## config.mk

```make
export PLATFORM = sky130hd
export DESIGN_NAME = mem_wb_stage
export DESIGN_NICKNAME = d
export VERILOG_FILES = /design/src/rtl/mem_wb_stage.sv
export SDC_FILE = /design/constraint.sdc
export NUM_CORES = 1
export LEC_CHECK = 0
export ABC_AREA = 1
export ABC_CLOCK_PERIOD_IN_PS = 1300
export BUFFER_PORTS_ARGS = -buffer_cell sky130_fd_sc_hd__buf_4
export CELL_PAD_IN_SITES_DETAIL_PLACEMENT = 0
export CELL_PAD_IN_SITES_GLOBAL_PLACEMENT = 1
export CORE_MARGIN = 10
export CORE_UTILIZATION = 28
export DETAILED_ROUTE_END_ITERATION = 8
export PLACE_DENSITY_LB_ADDON = 0.1
export SETUP_SLACK_MARGIN = 0.1
export SLEW_MARGIN = 15
export SYNTH_ARGS = -nofsm -noshare
export SYNTH_HDL_FRONTEND = slang
export SYNTH_SLANG_ARGS = --single-unit
export TNS_END_PERCENT = 1
```

## constraint.sdc

```tcl
create_clock -name clk -period 1.3 [get_ports clk]
set_input_delay 0.065 -clock clk [delete_from_list [all_inputs] [get_ports clk]]
set_output_delay 0.065 -clock clk [all_outputs]
set_load 0.05 [all_outputs]
```

## src/rtl/mem_wb_stage.sv

```systemverilog
// rtl/mem_wb_stage.sv - MEM/WB pipeline register and writeback stage
module mem_wb_stage (
    input  logic        clk,
    input  logic        reset_n,
    input  logic        mem_stall,
    input  logic        in_valid,
    input  logic [15:0] in_instruction,
    input  logic [15:0] in_alu_result,
    input  logic [15:0] in_read_data,
    input  logic [15:0] in_link_pc,
    output logic        rf_we,
    output logic [1:0]  rf_waddr,
    output logic [15:0] rf_wdata,
    output logic        fwd_valid,
    output logic [1:0]  fwd_addr,
    output logic [15:0] fwd_data,
    output logic [15:0] output_port,
    output logic        is_halted,
    output logic [15:0] num_inst
);

    typedef enum logic {
        ST_RUN    = 1'b0,
        ST_HALTED = 1'b1
    } state_t;

    localparam logic [3:0] OP_ADI = 4'd4;
    localparam logic [3:0] OP_ORI = 4'd5;
    localparam logic [3:0] OP_LHI = 4'd6;
    localparam logic [3:0] OP_LWD = 4'd7;
    localparam logic [3:0] OP_JAL = 4'd10;
    localparam logic [3:0] OP_R   = 4'd15;

    localparam logic [5:0] FN_JRL = 6'd26;
    localparam logic [5:0] FN_WWD = 6'd28;
    localparam logic [5:0] FN_HLT = 6'd29;

    // Link register used by JAL and JRL
    localparam logic [1:0] LINK_REG = 2'd2;

    state_t      state;
    logic [3:0]  opcode;
    logic [5:0]  func;
    logic        dec_we;
    logic [1:0]  dec_waddr;
    logic [15:0] dec_wdata;
    logic        dec_wwd;
    logic        dec_hlt;
    logic        cap;
    logic        unused_bits;

    assign opcode      = in_instruction[15:12];
    assign func        = in_instruction[5:0];
    // rs field is consumed upstream; writeback never needs it
    assign unused_bits = ^in_instruction[11:10];

    // Decode the instruction sitting in MEM into a register-file write request
    always_comb begin
        dec_we    = 1'b0;
        dec_waddr = 2'd0;
        dec_wdata = 16'd0;
        dec_wwd   = 1'b0;
        dec_hlt   = 1'b0;
        unique case (opcode)
            OP_R: begin
                if (func <= 6'd7) begin
                    dec_we    = 1'b1;
                    dec_waddr = in_instruction[7:6];
                    dec_wdata = in_alu_result;
                end else if (func == FN_JRL) begin
                    dec_we    = 1'b1;
                    dec_waddr = LINK_REG;
                    dec_wdata = in_link_pc;
                end else if (func == FN_WWD) begin
                    dec_wwd   = 1'b1;
                end else if (func == FN_HLT) begin
                    dec_hlt   = 1'b1;
                end
            end
            OP_ADI, OP_ORI, OP_LHI: begin
                dec_we    = 1'b1;
                dec_waddr = in_instruction[9:8];
                dec_wdata = in_alu_result;
            end
            OP_LWD: begin
                dec_we    = 1'b1;
                dec_waddr = in_instruction[9:8];
                dec_wdata = in_read_data;
            end
            OP_JAL: begin
                dec_we    = 1'b1;
                dec_waddr = LINK_REG;
                dec_wdata = in_link_pc;
            end
            default: begin
                dec_we    = 1'b0;
            end
        endcase
    end

    // A real instruction retires only when MEM is not stalling and we are not halted
    assign cap = reset_n & ~mem_stall & in_valid & (state == ST_RUN);

    // Run/halt state machine together with the WB register and retirement counters
    always_ff @(posedge clk) begin
        if (!reset_n) begin
            state       <= ST_RUN;
            rf_we       <= 1'b0;
            rf_waddr    <= 2'd0;
            rf_wdata    <= 16'd0;
            output_port <= 16'd0;
            is_halted   <= 1'b0;
            num_inst    <= 16'd0;
        end else begin
            // Write enable is a one-cycle pulse; address/data hold between writes
            rf_we <= 1'b0;
            case (state)
                ST_RUN: begin
                    if (cap) begin
                        rf_we    <= dec_we;
                        num_inst <= num_inst + 16'd1;
                        if (dec_we) begin
                            rf_waddr <= dec_waddr;
                            rf_wdata <= dec_wdata;
                        end
                        if (dec_wwd) begin
                            output_port <= in_alu_result;
                        end
                        if (dec_hlt) begin
                            state     <= ST_HALTED;
                            is_halted <= 1'b1;
                        end
                    end
                end
                ST_HALTED: begin
                    state     <= ST_HALTED;
                    is_halted <= 1'b1;
                end
                default: begin
                    state <= ST_RUN;
                end
            endcase
        end
    end

    // Forwarding bus mirrors the WB register so EX sees the value being written
    assign fwd_valid = rf_we;
    assign fwd_addr  = rf_waddr;
    assign fwd_data  = rf_wdata;

endmodule

```

==> impl_results.md <==
* ANT nets after route at 0
* Kind of critical path: reg2reg
* Hold path endpoint: output_port[8]$_SDFFE_PN0P_
* Critical Path Fanout Max at 5
* # rows at 37
* Netlist cell types at 31
* Starting Density at 0.288
* CTS Buffer Depth at 2
* Register area share after synthesis at 0.356
* FF-to-FF End: num_inst[8]$_SDFFE_PN0P_
* Syn Nets at 528
* Area grow syn2layout at 52.5%
* Status: finished clean
* CP Cell Sequence: nor3_4, buf_6, nand2_4, nor2_4, nand2_1, nand2_1, inv_1, o21a_1
* Final wirelength at 10,300 µm
* Clock root cell: clkbuf_8
* Yosys top cell area share at 0.356
* Core Area at 10,400 µm²
* Die Wd at 123 µm
* Most common cell after layout, fill and taps aside: buf_4
* Fin crit share at 0.986
* Fmax at 780 MHz
* Initial antenna violation count at 0
* Mean Syn Cell Area at 6.50 µm²
* CTS clock-pin slew for the worst setup and hold paths at 0.10 ns
* Via count at 3,146
* Min-Delay Path Class: in2reg
* Leakage at 2.15 nW
* H-tree Lvls at 2
* GR Overflow Total at 0
* Reg2reg path depth at 8
* Gr usage total at 0.133
* Finish-stage setup viols at 0
* Met2 Use GR at 0.222
* CP endpoint kind: flip-flop
* Multi-input logic area at 1650 µm²
* CP most frequent cell: nand2_1
* Worst hold path depth at 3
* Port bufs at 136
* Int Power at 0.00245 W
* Post-Syn Instances at 459
* Final-report hold violation count at 0
* Core Util, Final at 0.438
* # fillers at 1,120
* Fin crit period at 1.28 ns
* PD cells at 731 nW/µm²
* Met1 Use GR at 0.166
* Gr busiest metal: met2
* CTS tree: yes
* Sw Share at 0.262
* Top post-synthesis cells by area: dfxtp_1, nand2_1, nor2_1, buf_4, inv_1
* Routed length per instance at 13.8 µm
* Ys Warns at 0
* Mapped Area at 2980 µm²
* Final-report max-slew violation count at 0
* Worst Setup Start Kind: flip-flop
* Total power at 0.00332 W
* R2r setup slk at 0.02 ns
* Number of global-route vias before repair at 3,223
* Peak VDD IR at 0.433 mV
* Slew headroom at 0.774
* Post-route DRC at 0
* Crit path DAT at 1.48 ns
* Clk_lat worst skew at 0.30 ns
* Global-route wire length before repair at 16,200 µm
* Most frequent cells in the layout: buf_4, nand2_1, nor2_1
* DIE AREA at 15,200 µm²
* First-iteration detailed-routing DRC count at 143
* Post-Place Worst Slack at -0.0895 ns
* N_diodes at 0
* Routing usage on met3 at 0.0383
* Clock group share of total power at 0.335
* Final WS setup at 0.0177 ns
* Worst r2r src: state$_SDFF_PN0_
* I/O pin count at 139
* DP Area at 4220 µm²
* First drt pass iteration count at 4
* DP Wirelength at 8150 µm
* Clock sinks at 53
* Chip height at 123 µm
* Power share of the sequential group at 0.495
* Tightest Pin Transition at 0.339 ns
* #FFs+latches synth at 53
* Crit path largest cell delay at 0.34 ns
* Min-delay src: in_alu_result[8]
* Register Area at 1080 µm²
* Max-Cap Viols at 0
* Finished layout cell area at 4550 µm²
* Gp weighted congestion at 0.845
* NetSw at 0.000870 W
* Pin count of the biggest net entering global routing at 18
* Clock Skew at 0.00945 ns
* Crit-path slowest cell: dfxtp_2
* Cell taking the most area after synthesis: dfxtp_1
* Vias per cell at 4.23
* Share of layout cells above drive strength 1 at 0.417
* CTS Buf Count at 5
* Setup total negative slack at 0 ns
* Nets at 676
* Unrepaired setup endpoints after global routing: yes
* Critical path data required time at 1.50 ns
* Comb power frac at 0.170
==> stage by stage <==
stage / hold slack (ns) / cells
after CTS: 0.000611 / 743
after global routing: 0.00613 / 743
after floorplan: 0.201 / 459
after detailed placement: 0.333 / 725
final: 0.0212 / 743
after global placement: 0.326 / 725
==> cells in the mapped netlist <==
cell type,number
a21boi_0,1
a21oi_1,16
a21oi_2,10
a31oi_1,2
buf_12,1
buf_2,7
buf_4,21
buf_6,3
clkbuf_1,1
clkinv_1,1
clkinv_2,1
dfxtp_1,53
ha_1,1
inv_1,40
inv_2,5
nand2_1,155
nand2_2,13
nand2_4,2
nand3_1,27
nand3_4,1
nand4_1,7
nor2_1,69
nor2_2,2
nor2_4,2
nor3_1,3
nor3_2,1
nor3b_1,2
nor3b_2,1
o21a_1,2
o21ai_0,8
o21ai_2,1
==> registers in the layout (all words and copies together), names as in the netlist <==
signal	cells
num_inst	16
fwd_data	16
is_halted	1
fwd_valid	1
fwd_addr	2
output_port	16
state	1
==> worst max-delay path: cells and delay by family (launching register included) <==
kind / cells / cell delay, ns
AO/OA/AOI/OAI: 1 / 0.08
buffers and inverters: 2 / 0.21
flip-flops: 1 / 0.34
AND/OR/NAND/NOR: 5 / 0.56
==> logic make-up after synthesis <==
kind of cell | share of synthesized area
AO/OA/AOI/OAI | 0.0843
adder cells (fa/ha/maj) | 0.00420
AND/OR/NAND/NOR | 0.412
flip-flops | 0.356
buffers and inverters | 0.144
==> per-layer routing <==
layer	vias to the layer above	routed length (µm)
met4	0	63
met3	5	718
met2	70	4990
met5	-	0
met1	1371	4510
li1	1700	-
==> power by group through the flow <==
stage,registers (W),clock network (W),logic [W]
floorplan,0.00173,0,0.000208
global placement,0.00168,0,0.000527
detailed placement,0.00168,0,0.000526
CTS,0.00165,0.00118,0.000568
global route,0.00165,0.00125,0.000616
finish,0.00164,0.00111,0.000565
==> worst max-delay path by stage <==
| stage | from | end | slack, ns | depth (start not counted) |
|---|---|---|---|---|
| 2_1_floorplan | num_inst[1]$_SDFFE_PN0P_ | num_inst[8]$_SDFFE_PN0P_ | -0.07 | 9 |
| 3_3_place_gp | state$_SDFF_PN0_ | num_inst[12]$_SDFFE_PN0P_ | -0.04 | 7 |
| 3_5_place_dp | state$_SDFF_PN0_ | num_inst[12]$_SDFFE_PN0P_ | -0.09 | 7 |
| 4_1_cts | state$_SDFF_PN0_ | num_inst[10]$_SDFFE_PN0P_ | 0.05 | 7 |
| 5_1_grt | state$_SDFF_PN0_ | fwd_data[13]$_SDFFE_PN0P_ | -0.12 | 6 |
| 6_report | state$_SDFF_PN0_ | num_inst[8]$_SDFFE_PN0P_ | 0.02 | 8 |
==> area by class of cell <==
| cell class | instances | share of cell area |
|---|---|---|
| flip-flops and latches | 53 | 0.239 |
| inverters | 47 | 0.0410 |
| repair buffers | 172 | 0.298 |
| clock inverters | 2 | 0.00771 |
| multi-input cells | 328 | 0.363 |
| clock buffers | 5 | 0.0151 |
| well taps | 136 | 0.0374 |
==> what timing repair did <==
action | in CTS | in global routing
endpoints found under the setup margin | 47 | 49
resized for setup | 19 | 17
gates cloned | 2 | 0
hold endpoints to repair | 5 | 0
hold buffers | 5 | 0
setup buffers | 4 | 0
pin swaps | 6 | 8
Note: power is estimated with default switching activity, not from simulation.
